**config.mk**
```make
export PLATFORM = sky130hd
export DESIGN_NAME = syscall_unit_flat
export DESIGN_NICKNAME = d
export VERILOG_FILES = /design/src/rtl/syscall_unit_if.sv /design/src/rtl/syscall_unit.sv /design/src/flat_wrapper.sv
export SDC_FILE = /design/constraint.sdc
export NUM_CORES = 1
export LEC_CHECK = 0
export ABC_AREA = 1
export CAP_MARGIN = 5
export CORE_ASPECT_RATIO = 1.2
export CORE_MARGIN = 10
export CORE_UTILIZATION = 42
export DETAILED_ROUTE_END_ITERATION = 12
export PLACE_DENSITY = 0.59
export SLEW_MARGIN = 0
export SYNTH_ARGS = -nofsm -noshare
export SYNTH_HDL_FRONTEND = slang
export SYNTH_SLANG_ARGS = --single-unit
```
**constraint.sdc**
```tcl
create_clock -name clk -period 4.4 [get_ports clk]
set_clock_uncertainty 0.15 [all_clocks]
set_input_delay 0.44 -clock clk [delete_from_list [all_inputs] [get_ports clk]]
set_output_delay 0.44 -clock clk [all_outputs]
set_load 0.02 [all_outputs]
```
**src/rtl/syscall_unit_if.sv**
```systemverilog
// syscall_unit bus bundle: data-memory read port and console stream.
// master = syscall unit, slave = memory/console side.
interface syscall_unit_if;
  logic        mem_rd;
  logic [31:0] mem_addr;
  logic [31:0] mem_rdata;
  logic        mem_ready;
  logic        out_valid;
  logic [7:0]  out_data;
  logic        out_ready;

  modport master (
    output mem_rd, mem_addr,
    input  mem_rdata, mem_ready,
    output out_valid, out_data,
    input  out_ready
  );

  modport slave (
    input  mem_rd, mem_addr,
    output mem_rdata, mem_ready,
    input  out_valid, out_data,
    output out_ready
  );
endinterface

```
**src/rtl/syscall_unit.sv**
```systemverilog
// MIPS syscall service unit: print_int/string/char, exit.
// Define SYSCALL_HEX_EN to add print_int_hex (code 34).
module syscall_unit #(
  parameter int MAX_STR_LEN = 1024,
  parameter int CNT_W       = 11
) (
  input  logic        clk,
  input  logic        rst_n,
  input  logic        syscall,
  input  logic [31:0] sys_call_reg,
  input  logic [31:0] std_out_address,
  output logic        stall,
  output logic        halted,
  output logic        err,
  syscall_unit_if.master bus
);

  typedef enum logic [3:0] {
    S_IDLE,
    S_DISPATCH,
    S_INT_SIGN,
    S_INT_DIGIT,
    S_STR_REQ,
    S_STR_BYTE,
    S_EMIT,
    S_HEX_PFX,
    S_HEX_DIGIT,
    S_HALTED
  } state_t;

  state_t state, state_d;

  logic [31:0]      code, code_d;
  logic [31:0]      arg, arg_d;
  logic [31:0]      mag, mag_d;
  logic [3:0]       k, k_d;
  logic [3:0]       digit, digit_d;
  logic             printed, printed_d;
  logic [31:0]      ptr, ptr_d;
  logic [CNT_W-1:0] cnt, cnt_d;
  logic [CNT_W-1:0] cnt_inc;
  logic [31:0]      word, word_d;
  logic             err_q, err_d;
  logic             ov_q;
  logic [7:0]       od_q;

  logic             emit;
  logic [7:0]       emit_ch;
  logic             can_emit;
  logic [31:0]      pow_k;
  logic [7:0]       str_byte;
  logic [3:0]       nib;
  logic [7:0]       hex_ch;

  function automatic logic [31:0] pow10(
    input logic [3:0] e
  );
    case (e)
      4'd0:    return 32'd1;
      4'd1:    return 32'd10;
      4'd2:    return 32'd100;
      4'd3:    return 32'd1000;
      4'd4:    return 32'd10000;
      4'd5:    return 32'd100000;
      4'd6:    return 32'd1000000;
      4'd7:    return 32'd10000000;
      4'd8:    return 32'd100000000;
      4'd9:    return 32'd1000000000;
      default: return 32'd1;
    endcase
  endfunction

  assign pow_k   = pow10(k);
  assign cnt_inc = cnt + CNT_W'(1);
  assign nib     = mag[31:28];
  assign hex_ch  = (nib < 4'd10)
                 ? 8'h30 + {4'h0, nib}
                 : 8'h57 + {4'h0, nib};

  always_comb begin
    str_byte = word[31:24];
    unique case (ptr[1:0])
      2'd0: str_byte = word[31:24];
      2'd1: str_byte = word[23:16];
      2'd2: str_byte = word[15:8];
      2'd3: str_byte = word[7:0];
    endcase
  end

  // One-entry output buffer: a new char may load while the old one drains.
  assign can_emit = !ov_q || bus.out_ready;

  assign stall = (syscall && state == S_IDLE)
              || (state != S_IDLE && state != S_HALTED);

  assign halted = (state == S_HALTED);
  assign err    = err_q;

  assign bus.mem_rd    = (state == S_STR_REQ);
  assign bus.mem_addr  = (state == S_STR_REQ)
                       ? {ptr[31:2], 2'b00} : 32'h0;
  assign bus.out_valid = ov_q;
  assign bus.out_data  = od_q;

  always_comb begin
    state_d   = state;
    code_d    = code;
    arg_d     = arg;
    mag_d     = mag;
    k_d       = k;
    digit_d   = digit;
    printed_d = printed;
    ptr_d     = ptr;
    cnt_d     = cnt;
    word_d    = word;
    err_d     = 1'b0;
    emit      = 1'b0;
    emit_ch   = 8'h00;

    case (state)
      S_IDLE: begin
        if (syscall) begin
          code_d  = sys_call_reg;
          arg_d   = std_out_address;
          state_d = S_DISPATCH;
        end
      end

      S_DISPATCH: begin
        ptr_d     = arg;
        cnt_d     = '0;
        printed_d = 1'b0;
        digit_d   = 4'd0;
        k_d       = 4'd0;
        unique case (1'b1)
          (code == 32'd1):  state_d = S_INT_SIGN;
          (code == 32'd4):  state_d = S_STR_REQ;
          (code == 32'd10): state_d = S_HALTED;
          (code == 32'd11): state_d = S_EMIT;
`ifdef SYSCALL_HEX_EN
          (code == 32'd34): state_d = S_HEX_PFX;
`endif
          default: begin
            err_d   = 1'b1;
            state_d = S_IDLE;
          end
        endcase
      end

      S_INT_SIGN: begin
        if (!arg[31]) begin
          mag_d   = arg;
          k_d     = 4'd9;
          state_d = S_INT_DIGIT;
        end else if (can_emit) begin
          emit    = 1'b1;
          emit_ch = 8'h2d;
          mag_d   = 32'd0 - arg;
          k_d     = 4'd9;
          state_d = S_INT_DIGIT;
        end
      end

      S_INT_DIGIT: begin
        if (mag >= pow_k) begin
          mag_d   = mag - pow_k;
          digit_d = digit + 4'd1;
        end else if (digit != 4'd0 || printed
                     || k == 4'd0) begin
          if (can_emit) begin
            emit      = 1'b1;
            emit_ch   = 8'h30 + {4'h0, digit};
            printed_d = 1'b1;
            digit_d   = 4'd0;
            k_d       = k - 4'd1;
            if (k == 4'd0) state_d = S_IDLE;
          end
        end else begin
          digit_d = 4'd0;
          k_d     = k - 4'd1;
        end
      end

      S_STR_REQ: begin
        if (bus.mem_ready) begin
          word_d  = bus.mem_rdata;
          state_d = S_STR_BYTE;
        end
      end

      S_STR_BYTE: begin
        if (str_byte == 8'h00) begin
          state_d = S_IDLE;
        end else if (can_emit) begin
          emit    = 1'b1;
          emit_ch = str_byte;
          ptr_d   = ptr + 32'd1;
          cnt_d   = cnt_inc;
          if (cnt_inc == CNT_W'(MAX_STR_LEN)) begin
            err_d   = 1'b1;
            state_d = S_IDLE;
          end else if (ptr_d[1:0] == 2'b00) begin
            state_d = S_STR_REQ;
          end
        end
      end

      S_EMIT: begin
        if (can_emit) begin
          emit    = 1'b1;
          emit_ch = arg[7:0];
          state_d = S_IDLE;
        end
      end

      // k counts prefix chars here, then hex digits below.
      S_HEX_PFX: begin
        if (can_emit) begin
          emit = 1'b1;
          if (k == 4'd0) begin
            emit_ch = 8'h30;
            k_d     = 4'd1;
          end else begin
            emit_ch = 8'h78;
            k_d     = 4'd0;
            mag_d   = arg;
            state_d = S_HEX_DIGIT;
          end
        end
      end

      S_HEX_DIGIT: begin
        if (can_emit) begin
          emit    = 1'b1;
          emit_ch = hex_ch;
          mag_d   = {mag[27:0], 4'h0};
          k_d     = k + 4'd1;
          if (k == 4'd7) state_d = S_IDLE;
        end
      end

      S_HALTED: state_d = S_HALTED;

      default: state_d = S_IDLE;
    endcase
  end

  always_ff @(posedge clk or negedge rst_n) begin
    if (!rst_n) begin
      state <= S_IDLE;
    end else begin
      state <= state_d;
    end
  end

  always_ff @(posedge clk or negedge rst_n) begin
    if (!rst_n) begin
      code    <= 32'h0;
      arg     <= 32'h0;
      mag     <= 32'h0;
      k       <= 4'd0;
      digit   <= 4'd0;
      printed <= 1'b0;
      ptr     <= 32'h0;
      cnt     <= '0;
      word    <= 32'h0;
      err_q   <= 1'b0;
      ov_q    <= 1'b0;
      od_q    <= 8'h00;
    end else begin
      code    <= code_d;
      arg     <= arg_d;
      mag     <= mag_d;
      k       <= k_d;
      digit   <= digit_d;
      printed <= printed_d;
      ptr     <= ptr_d;
      cnt     <= cnt_d;
      word    <= word_d;
      err_q   <= err_d;
      if (emit) begin
        ov_q <= 1'b1;
        od_q <= emit_ch;
      end else if (bus.out_ready) begin
        ov_q <= 1'b0;
      end
    end
  end

endmodule

```
**src/flat_wrapper.sv**
```systemverilog
// flat-port wrapper written by rule: the top's interface ports become plain ports
module syscall_unit_flat 
#(
  parameter int MAX_STR_LEN = 1024,
  parameter int CNT_W       = 11
)
  (clk, rst_n, syscall, sys_call_reg, std_out_address, stall, halted, err, bus_mem_rd, bus_mem_addr, bus_mem_rdata, bus_mem_ready, bus_out_valid, bus_out_data, bus_out_ready);
  syscall_unit_if bus_i ();
  input  logic clk;
  input  logic rst_n;
  input  logic syscall;
  input  logic [31:0] sys_call_reg;
  input  logic [31:0] std_out_address;
  output logic stall;
  output logic halted;
  output logic err;
  output wire logic [$bits(bus_i.mem_rd)-1:0] bus_mem_rd;
  output wire logic [$bits(bus_i.mem_addr)-1:0] bus_mem_addr;
  input wire logic [$bits(bus_i.mem_rdata)-1:0] bus_mem_rdata;
  input wire logic [$bits(bus_i.mem_ready)-1:0] bus_mem_ready;
  output wire logic [$bits(bus_i.out_valid)-1:0] bus_out_valid;
  output wire logic [$bits(bus_i.out_data)-1:0] bus_out_data;
  input wire logic [$bits(bus_i.out_ready)-1:0] bus_out_ready;
  assign bus_mem_rd = bus_i.mem_rd;
  assign bus_mem_addr = bus_i.mem_addr;
  assign bus_i.mem_rdata = bus_mem_rdata;
  assign bus_i.mem_ready = bus_mem_ready;
  assign bus_out_valid = bus_i.out_valid;
  assign bus_out_data = bus_i.out_data;
  assign bus_i.out_ready = bus_out_ready;
  syscall_unit #(.MAX_STR_LEN(MAX_STR_LEN), .CNT_W(CNT_W)) u_core (.clk(clk), .rst_n(rst_n), .syscall(syscall), .sys_call_reg(sys_call_reg), .std_out_address(std_out_address), .stall(stall), .halted(halted), .err(err), .bus(bus_i));
endmodule
```
# Word level (Yosys, flattened, before mapping)
# Memory sizes are Yosys's and may differ from the RTL's.
# Cells that the tools add are included.
word_totals:
  ff_bits: 194
  mem_bits_ro: 480
  out_inout_bits: 45
  word_cells: 169
  memories: 1
op_classes:
  addsub: 10
  n_lt_le_gt_ge: 2
  eq_ne: 38
  mux: 76
  reduce_logical: 29
mem_list:
  columns: ["name", "depth", "word_bits", "read_ports", "rd_clocked_by_memory_dff", "wr", "line_no", "rtl"]
  rows:
  - ["(name not given)", 16, 30, 1, 0, 0, "syscall_unit.sv:58", "case (e)"]
op_table:
  columns: ["cell", "count"]
  rows:
  - ["two-way mux 32 bit", 9]
  - ["one-hot mux 32 bit (4 select lines)", 1]
  - ["two-way mux 4 bit", 26]
  - ["two-way mux 8 bit", 10]
  - ["equality test 32 x 4 -> 1 bit (second input constant)", 2]
  - ["one-hot mux 32 bit (2 select lines)", 1]
  - ["one-hot mux 8 bit (6 select lines)", 1]
  - ["one-hot mux 4 bit (10 select lines)", 1]
  - ["adder 32 x 1 -> 32 bit (second input constant)", 1]
  - ["equality test 32 x 1 -> 1 bit (second input constant)", 1]
  - ["equality test 32 x 3 -> 1 bit (second input constant)", 1]
  - ["greater-or-equal comparator 32 bit", 1]
  - ["one-hot mux 8 bit (4 select lines)", 1]
  - ["subtractor 1 x 32 -> 32 bit (first input constant)", 1]
  - ["subtractor 32 bit", 1]
  - ["two-way mux 11 bit", 2]
  - ["one-hot mux 11 bit (2 select lines)", 1]
  - ["equality test 4 x 3 -> 1 bit (second input constant)", 5]
  - ["!= test 2 x 1 -> 1 bit (second input constant)", 10]
  - ["one-hot mux 4 bit (5 select lines)", 1]
  - ["one-hot mux 4 bit (4 select lines)", 1]
  - ["two-way mux 1 bit", 15]
  - ["adder 6 x 4 -> 7 bit (first input constant)", 2]
  - ["AND reduction 14 bit", 1]
  - ["other kinds (38)", 59]

# Logic depth before layout (Yosys ltp)
# Gate-level depths: netlist of run 1.
depth:
  depth_word: 7
  mapped_depth: 22

# Worst setup path after synthesis of run 1
# No wires, ideal clock.
synth_path:
  path_type: "reg-to-reg"
  start: "reg u_core.k[0]"
  end: "reg u_core.od_q[5], in the netlist u_core.bus.out_data[5]"
  setup_time_ps: 122
  arrival_time_ps: 2767
  required_ps: 4128
  setup_slack_ps: 1362
  path_stages_with_launch: 23
  path_buffers: 1
  period_less_slack_ps: 3038
  cell_sequence: "dfrtp_1 > inv_1 > ha_1 > inv_1 > nor3_1 > inv_1 > nand2_1 > inv_1 > ha_1 > nand2_1 > nor2_1 > inv_1 > nor2_1 > nand3_1 > nand3_1 > nand2_1 > nand2_2 > inv_2 > nand2_2 > buf_4 > nand2_1 > nor2_1 > o21ai_1"
synth_between:
  elab_chain_cells: 5
  elab_cells_between_ends: 10
  cone_classes: "order compare (1); mux (6); reduce/logical (2); memory (1)"
synth_lines:
  columns: ["item", "line_no", "rtl"]
  rows:
  - ["start, declared", "syscall_unit.sv:36", "logic [3:0] k, k_d;"]
  - ["start signal, assigned", "syscall_unit.sv:274", "k <= k_d;"]
  - ["parallel branches: the longest is 5 deep, another holds greater-or-equal comparator 32 bit", null, null]
  - ["end signal, assigned", "syscall_unit.sv:283", "od_q <= emit_ch;"]
  - ["end, declared", "syscall_unit.sv:45", "logic [7:0] od_q;"]
# Several ways; the timed one is not identified.
# A chain may end at the register's enable or synchronous reset.

# Worst setup path in the final report of run 1
layout_path:
  start: "reg u_core.k[0]"
  end: "reg u_core.mag[15]"
layout_between:
  elab_chain_cells: 4
  elab_cells_between_ends: 9
  cone_classes: "add/sub (1); order compare (1); eq/ne (2); mux (2); reduce/logical (2); memory (1)"
layout_lines:
  columns: ["item", "line_no", "rtl"]
  rows:
  - ["memory (16 x 30 bit)", null, null]
  - ["subtractor 32 bit / greater-or-equal comparator 32 bit (equally long branches)", "syscall_unit.sv:166, syscall_unit.sv:165", null]
  - ["two-way mux 32 bit / != test 2 x 1 -> 1 bit (equally long branches)", null, null]
  - ["one-hot mux 32 bit (4 select lines) / AND reduction 6 bit (equally long branches)", null, null]
  - ["end signal, assigned", "syscall_unit.sv:273", "mag <= mag_d;"]
  - ["end, declared", "syscall_unit.sv:35", "logic [31:0] mag, mag_d;"]
# Parallel ways exist; a longest one is shown, timed or not. The select of a mux whose other input is x is not followed.

==> results by group, run 1 <==
Critical path
  – Crit-path cells: inv_1, ha_1, inv_1, nor3_1, inv_1, nand2_1, inv_1, ha_1, nand2_1, nor2_1, inv_1, nor2_1, nand3_1, nand3_1, nand2_1, nand3_1, nand2_4, inv_4, nand2_1, o21ai_2
  – Critical Path AT: 4280 ps
  – CP Max Fanout: 41
  – Cell mode on critical path: inv_1
  – CP Class: reg -> reg
  – Crit end category: flop
  – Worst EP required: 4640 ps
  – Worst Setup Start Kind: flop
  – CP max stage delay: around 480 ps
  – Slowest cell on the critical path: dfrtp_1

Timing
  – Hold Slack: between 300 and 400 ps
  – Sum Neg Setup Slack: 0 ps
  – RSZ-0062 raised after global routing: no
  – Max Clock Freq: 0.2476 GHz
  – Period utilization: about nine tenths
  – Final Hold Viols: 0
  – Headroom to the max-slew limit: 40.75%
  – Slew Viols, Final: 0
  – Setup violations, final: 0
  – Crit path time final: 4039 ps
  – Slew @ Worst Pin: 888.7 ps

Placed design
  – Final HPWL DP: about 40,000 µm
  – Routability cong.: 0.9449
  – IO buf count: between 100 and 150

Logic synthesis
  – Distinct cells, synth: 54
  – Post-Synth Adder-Cell Area: 4.400%
  – Seq/Total Area, Yosys: 34.01%
  – FF+latch count, synth: 194
  – XOR/XNOR Fraction of Synth Area: ~2.3%
  – Number of flops mapped to enable cells by yosys: 0
  – Simple-gate share of the synthesized area: 31.97%
  – Mux contribution to synthesized area: 4.654%
  – Top FF cell, synth: dfrtp_1
  – Largest family of logic cells by synthesized area: simple AND/OR/NAND/NOR gates
  – Synth Area in Compound Gates: between 10% and 20%
  – Syn Inst Count: approximately 2,100
  – Yosys warning total: 0
  – Synth Cell Area: 14,270 µm²
  – Syn_area_per_cell: 6.889 µm²
  – Ys async rst share: 100.0%

Global route
  – Initial antenna violation count: 0
  – Number of global-route vias before repair: approximately 14,000
  – Tot GR Track Use: 23.68%
  – Largest net degree at the start of global routing: 105
  – First-pass GRT wire length: just under 80,000 µm
  – Congestion Overflow GR: 0

Detailed routing
  – First drt pass iteration count: 5
  – Final WL: 49,690 µm
  – Post-route ant nets: 0
  – Via count: 13,920
  – First DRT Iteration DRCs: 935
  – WL/cell: 18.77 µm
  – Vias per inst: 5.258
  – DRC violations left: 0

Clock tree
  – TritonCTS buffer count: 17
  – Clock Sinks: 194
  – H-tree Lvls: 4
  – Buffer count from post-CTS setup fixing: 0
  – CTS tree: built
  – Resized Gates After CTS: 0
  – Root Buffer: clkbuf_16
  – Clock Tree Buf Depth: 2
  – CTS Hold Bufs: 1
  – Clk_lat worst skew: ~460 ps
  – CTS clk-pin slew, worst paths: ~80 ps

Run status
  – Outcome: finished clean

Flow run
  – Max-Cap Viols: 0

Die
  – Die ar.: around 42,000 µm²
  – Initial Util: 42.82%
  – Row count: 73
  – Die width: 188.3 µm
  – IO Pins: 146
  – Die height: between 200 and 250 µm
  – Core ar.: 33,340 µm²

Pwr
  – P per Cell Area: 427.3 nW/µm²
  – Worst IR Drop VDD: roughly 0.32 mV
  – Leakage: 8.316 nW

Cells and area
  – Post-Route Utilization: 49.90%
  – Area growth from synthesis to layout: 16.55%
  – # fillers: around 3,400
  – Nets: around 2,300
  – Antenna Cells: 0
  – Share of cells above drive strength 1: 8.330%

Worst hold path
  – Class of the worst hold path: reg -> reg
synth_stat cells (3+ instances only):
cell type | n | area (µm²)
a211oi_1 | 4 | 30.03
a21oi_1 | 109 | 545.5
a21oi_2 | 4 | 35.03
a221oi_1 | 3 | 26.28
a22oi_1 | 16 | 120.1
buf_2 | 21 | 105.1
buf_4 | 9 | 67.56
buf_6 | 8 | 90.09
clkbuf_1 | 27 | 101.4
dfrtp_1 | 194 | 4855
ha_1 | 47 | 588.1
inv_1 | 262 | 983.4
inv_2 | 12 | 45.04
mux2_2 | 59 | 664.4
nand2_1 | 572 | 2147
nand2_2 | 10 | 62.56
nand3_1 | 121 | 605.6
nand3_2 | 4 | 40.04
nand3b_1 | 17 | 127.6
nand4_1 | 38 | 237.7
nor2_1 | 238 | 893.4
nor2_2 | 8 | 50.05
nor2_4 | 4 | 45.04
nor3_1 | 30 | 150.1
nor4_1 | 4 | 25.02
o211ai_1 | 8 | 60.06
o21ai_0 | 111 | 555.5
o21ai_1 | 20 | 100.1
o21ai_2 | 14 | 122.6
o22ai_1 | 19 | 118.9
or2_2 | 13 | 81.33
xor2_1 | 35 | 306.5
worst max-delay path, delay by kind of cell, from the launching register on:
family | cells | cell delay [ps]
AO/OA/AOI/OAI | 1 | 70
adder cells (fa/ha/maj) | 2 | 570
buffers and inverters | 6 | 1020
flip-flops | 1 | 480
AND/OR/NAND/NOR | 11 | 1640
cell type report:
cell class	instances	area (µm²)	share of cell area (%)
multi-input combinational	1537	8029	48.26
sequential	194	4855	29.18
clock inverter	14	168.9	1.015
tap	450	563.0	3.384
timing repair buffer	159	1558	9.363
clock buffer	17	425.4	2.557
inverter	276	1039	6.242
path summary, 6_finish.rpt:
check | slack, ps | endpoint | from | cells past startpoint
worst max-delay path | 360 | u_core.mag[15] | u_core.k[0] | 20
min in group asynchronous | 480 | u_core.ptr[21] | rst_n | 2
worst max register to register | 360 | u_core.mag[15] | u_core.k[0] | 20
worst min register to register | 360 | u_core.word[24] | u_core.word[24] | 1
worst min-delay path | 360 | u_core.word[24] | u_core.word[24] | 1
max in group asynchronous | 2610 | u_core.arg[29] | rst_n | 3
placed cells by master (no fill, tap or decap), types with 6 or more instances in the layout:
cell type	count
o22ai_1	19
buf_4	15
clkbuf_16	17
o21ai_1	20
xor2_1	35
nand4_1	38
o21ai_2	14
nand3_1	120
inv_1	262
a22oi_1	16
nor2_1	238
nand2_2	10
or2_2	13
o211ai_1	8
o21ai_0	111
nand3b_1	17
clkdlybuf4s50_1	142
ha_1	47
nor2_2	8
inv_2	12
a21oi_1	109
dfrtp_1	194
mux2_2	59
nor3_1	30
clkinv_8	6
nand2_1	572
metal layers:
| metal | vias up | GRT usage, % | share of wire [%] |
|---|---|---|---|
| li1 | 6921 | - | - |
| met1 | 6551 | 28.74 | 43 |
| met2 | 375 | 41.03 | 49 |
| met3 | 72 | 4.012 | 5.1 |
| met4 | 0 | 8.712 | 3.3 |
| met5 | - | 0 | 0 |
kinds of logic after synthesis:
| kind of cell | Yosys count |
|---|---|
| multiplexers | 59 |
| flip-flops | 194 |
| buffers and inverters | 342 |
| XOR/XNOR | 37 |
| AO/OA/AOI/OAI | 321 |
| AND/OR/NAND/NOR | 1069 |
| other | 1 |
| adder cells (fa/ha/maj) | 49 |
flip-flops by register name, indices dropped and copies added (netlist names):
name	flops
u_core.digit	4
u_core.bus.out_valid	1
u_core.printed	1
u_core.ptr	32
u_core.bus.out_data	8
u_core.arg	32
u_core.word	32
u_core.k	4
u_core.code	32
u_core.cnt	11
u_core.err	1
u_core.mag	32
u_core.state	4
report_power, final:
group	internal (mW)	switching [mW]	leakage (nW)
clock network	0.764	0.836	0.289
registers	2.23	0.483	2.34
logic	0.967	1.83	5.69
through the flow:
step                worst slack [ps]  instance area, µm²  power (mW)  instances
floorplan                       1362               14280       4.503       2073
global placement               560.4               16030       5.484       2615
detailed placement             430.7               16030       5.515       2615
CTS                            433.4               16640       7.121       2647
global route                   14.55               16640       7.595       2647
finish                         361.5               16640       7.108       2647
Power figures use the tool's default switching activity.
==> run 2: changes to the inputs <==
CTS_BUF_LIST = sky130_fd_sc_hd__clkbuf_16   (was not set)
==> results of run 2 <==
Same layout as run 1: the final DEF is identical, and so are final timing and power.
==> run 3: changes to the inputs <==
--- a/constraint.sdc
+++ b/constraint.sdc
@@ -4,2 +4,2 @@
 set_output_delay 0.44 -clock clk [all_outputs]
-set_load 0.02 [all_outputs]
+set_load 0.005 [all_outputs]
==> results by group, run 3 (same netlist as run 1, synthesis figures left out) <==
Clock tree
  – Buffer count from post-CTS setup fixing: 0
  – Root Buffer: clkbuf_16
  – Clock Sinks: 194
  – Clk_lat worst skew: about 460 ps
  – CTS clk-pin slew, worst paths: 70 ps
  – H-tree Lvls: 4
  – CTS tree: built
  – TritonCTS buffer count: 17
  – Clock Tree Buf Depth: 2

Pwr
  – Internal power: 3.953 mW
  – Clock share of power: 22.1%
  – P per Cell Area: 423.5 nW/µm²
  – Combinational share of power: between 30 and 40%
  – Sw frac: 43.91%
  – Sequential power share: 38.3%
  – Sw Pwr: 3.094 mW
  – Leakage: 8.314 nW
  – Worst IR Drop VDD: between 0.2 and 0.3 mV

Timing
  – Sum Neg Setup Slack: 0 ps
  – Max Clock Freq: 0.2554 GHz
  – Setup violations, final: 0
  – Hold Slack: roughly 360 ps
  – Headroom to the max-slew limit: 36.77%
  – Slew @ Worst Pin: 948.5 ps
  – Crit path time final: 3915 ps
  – Slew Viols, Final: 0
  – RSZ-0062 raised after global routing: no
  – Setup ws final: a little under 500 ps
  – Period utilization: between 80% and 90%
  – Final Hold Viols: 0

Placed design
  – Routability cong.: 0.9002
  – IO buf count: 143
  – Final HPWL DP: ~40,000 µm
  – Pre-CTS setup slack: around 440 ps
  – Dpl cell area: 16,060 µm²

Cells and area
  – Antenna Cells: 0
  – Post-Route Utilization: 49.92%
  – Multi-input logic area: 8029 µm²
  – Final Cell Area: approximately 17,000 µm²
  – FF+latch area: 4855 µm²
  – Share of cells above drive strength 1: 8.409%
  – Nets: around 2,300
  – # fillers: 3,414
  – Commonest non-fill, non-tap cell in the layout: nand2_1
  – Commonest non-fill, non-tap cells in the layout: 572 x nand2_1, 263 x inv_1, 238 x nor2_1
  – Area growth from synthesis to layout: 16.58%

Global route
  – Number of global-route vias before repair: 13,730
  – Largest net degree at the start of global routing: 112
  – Initial antenna violation count: 3
  – First-pass GRT wire length: 77,600 µm
  – Congestion Overflow GR: 0
  – Tot GR Track Use: 23.39%

Flow run
  – Max-Cap Viols: 0

Die
  – IO Pins: about 150
  – Core ar.: 33,340 µm²
  – Die ar.: 41,790 µm²
  – Initial Util: 42.82%
  – Die width: roughly 190 µm
  – Die height: roughly 220 µm
  – Row count: 73

Critical path
  – Worst Setup Start Kind: flop
  – Worst EP required: roughly 4600 ps
  – Critical Path AT: 4150 ps
  – CP Max Fanout: 41
  – Crit end category: flop
  – CP Class: reg -> reg

Detailed routing
  – WL/cell: 18.68 µm
  – DRC violations left: 0
  – Post-route ant nets: 0
  – Vias per inst: about 5.2
  – Via count: ~14,000
  – First drt pass iteration count: 5
  – First DRT Iteration DRCs: 1,069
  – Final WL: 49,500 µm

Run status
  – Outcome: finished clean

Worst hold path
  – Class of the worst hold path: reg -> reg
==> run 3: changes by cell type in the layout (fill, tap and decap cells not counted), sizes merged <==
cell / before / now
clkinv: 9 / 5
clkinvlp: 0 / 3
inv: 281 / 283
buf: 15 / 17
==> run 3: timing repair <==
item	CTS	global route
endpoints found under the setup margin	0	5
hold endpoints to repair	7	0
hold buffers	1	0
resized for setup	0	1
==> run 3: final cells by class <==
cell class | instances | share of cell area, %
inverters | 276 | 6.255
well taps | 450 | 3.383
repair buffers | 161 | 9.526
clock inverters | 15 | 0.8646
clock buffers | 17 | 2.556
flip-flops and latches | 194 | 29.17
multi-input cells | 1537 | 48.24
==> run 3: final timing paths <==
kind / startpoint / to / slack [ps] / cells past startpoint
max: u_core.k[0] / u_core.mag[3] / 480 / 20
min: u_core.word[26] / u_core.word[26] / 360 / 1
max reg2reg: u_core.k[0] / u_core.mag[3] / 480 / 20
min reg2reg: u_core.word[26] / u_core.word[26] / 360 / 1
max in group asynchronous: rst_n / u_core.mag[28] / 2670 / 3
min in group asynchronous: rst_n / u_core.ptr[24] / 490 / 2
==> run 3: power by group through the flow <==
| stage | clock network (mW) | logic, mW | registers (mW) |
|---|---|---|---|
| 5_1_grt | 1.65 | 3.12 | 2.75 |
| 3_5_place_dp | 0 | 2.78 | 2.72 |
| 3_3_place_gp | 0 | 2.75 | 2.71 |
| 4_1_cts | 1.59 | 2.79 | 2.69 |
| 2_1_floorplan | 0 | 1.95 | 2.53 |
| 6_report | 1.55 | 2.79 | 2.70 |
==> run 3: worst max-delay path, cell delays in order, from the launching register on <==
cell and delay [ps]:
dfrtp_1 470, inv_1 210, ha_1 230, inv_1 50, nor3_1 280, inv_1 190, nand2_1 120, inv_1 50
ha_1 340, nand2_1 80, nor2_1 190, inv_1 70, nor2_1 120, nand3_1 80, nand3_1 170, nand2_1 120
nand3_1 140, nand2_4 210, inv_6 340, nand2_1 120, o21ai_2 70
==> run 3: metrics by stage <==
step / power [mW] / instances
6_report: 7.047 / 2650
5_1_grt: 7.527 / 2650
4_1_cts: 7.066 / 2650
3_5_place_dp: 5.496 / 2617
3_3_place_gp: 5.459 / 2617
2_1_floorplan: 4.487 / 2073
==> run 3: metal layers <==
layer	track usage, %	wire, µm
met5	0	37
met4	8.763	1681
met3	4.877	2698
met2	40.13	24330
met1	28.12	20750
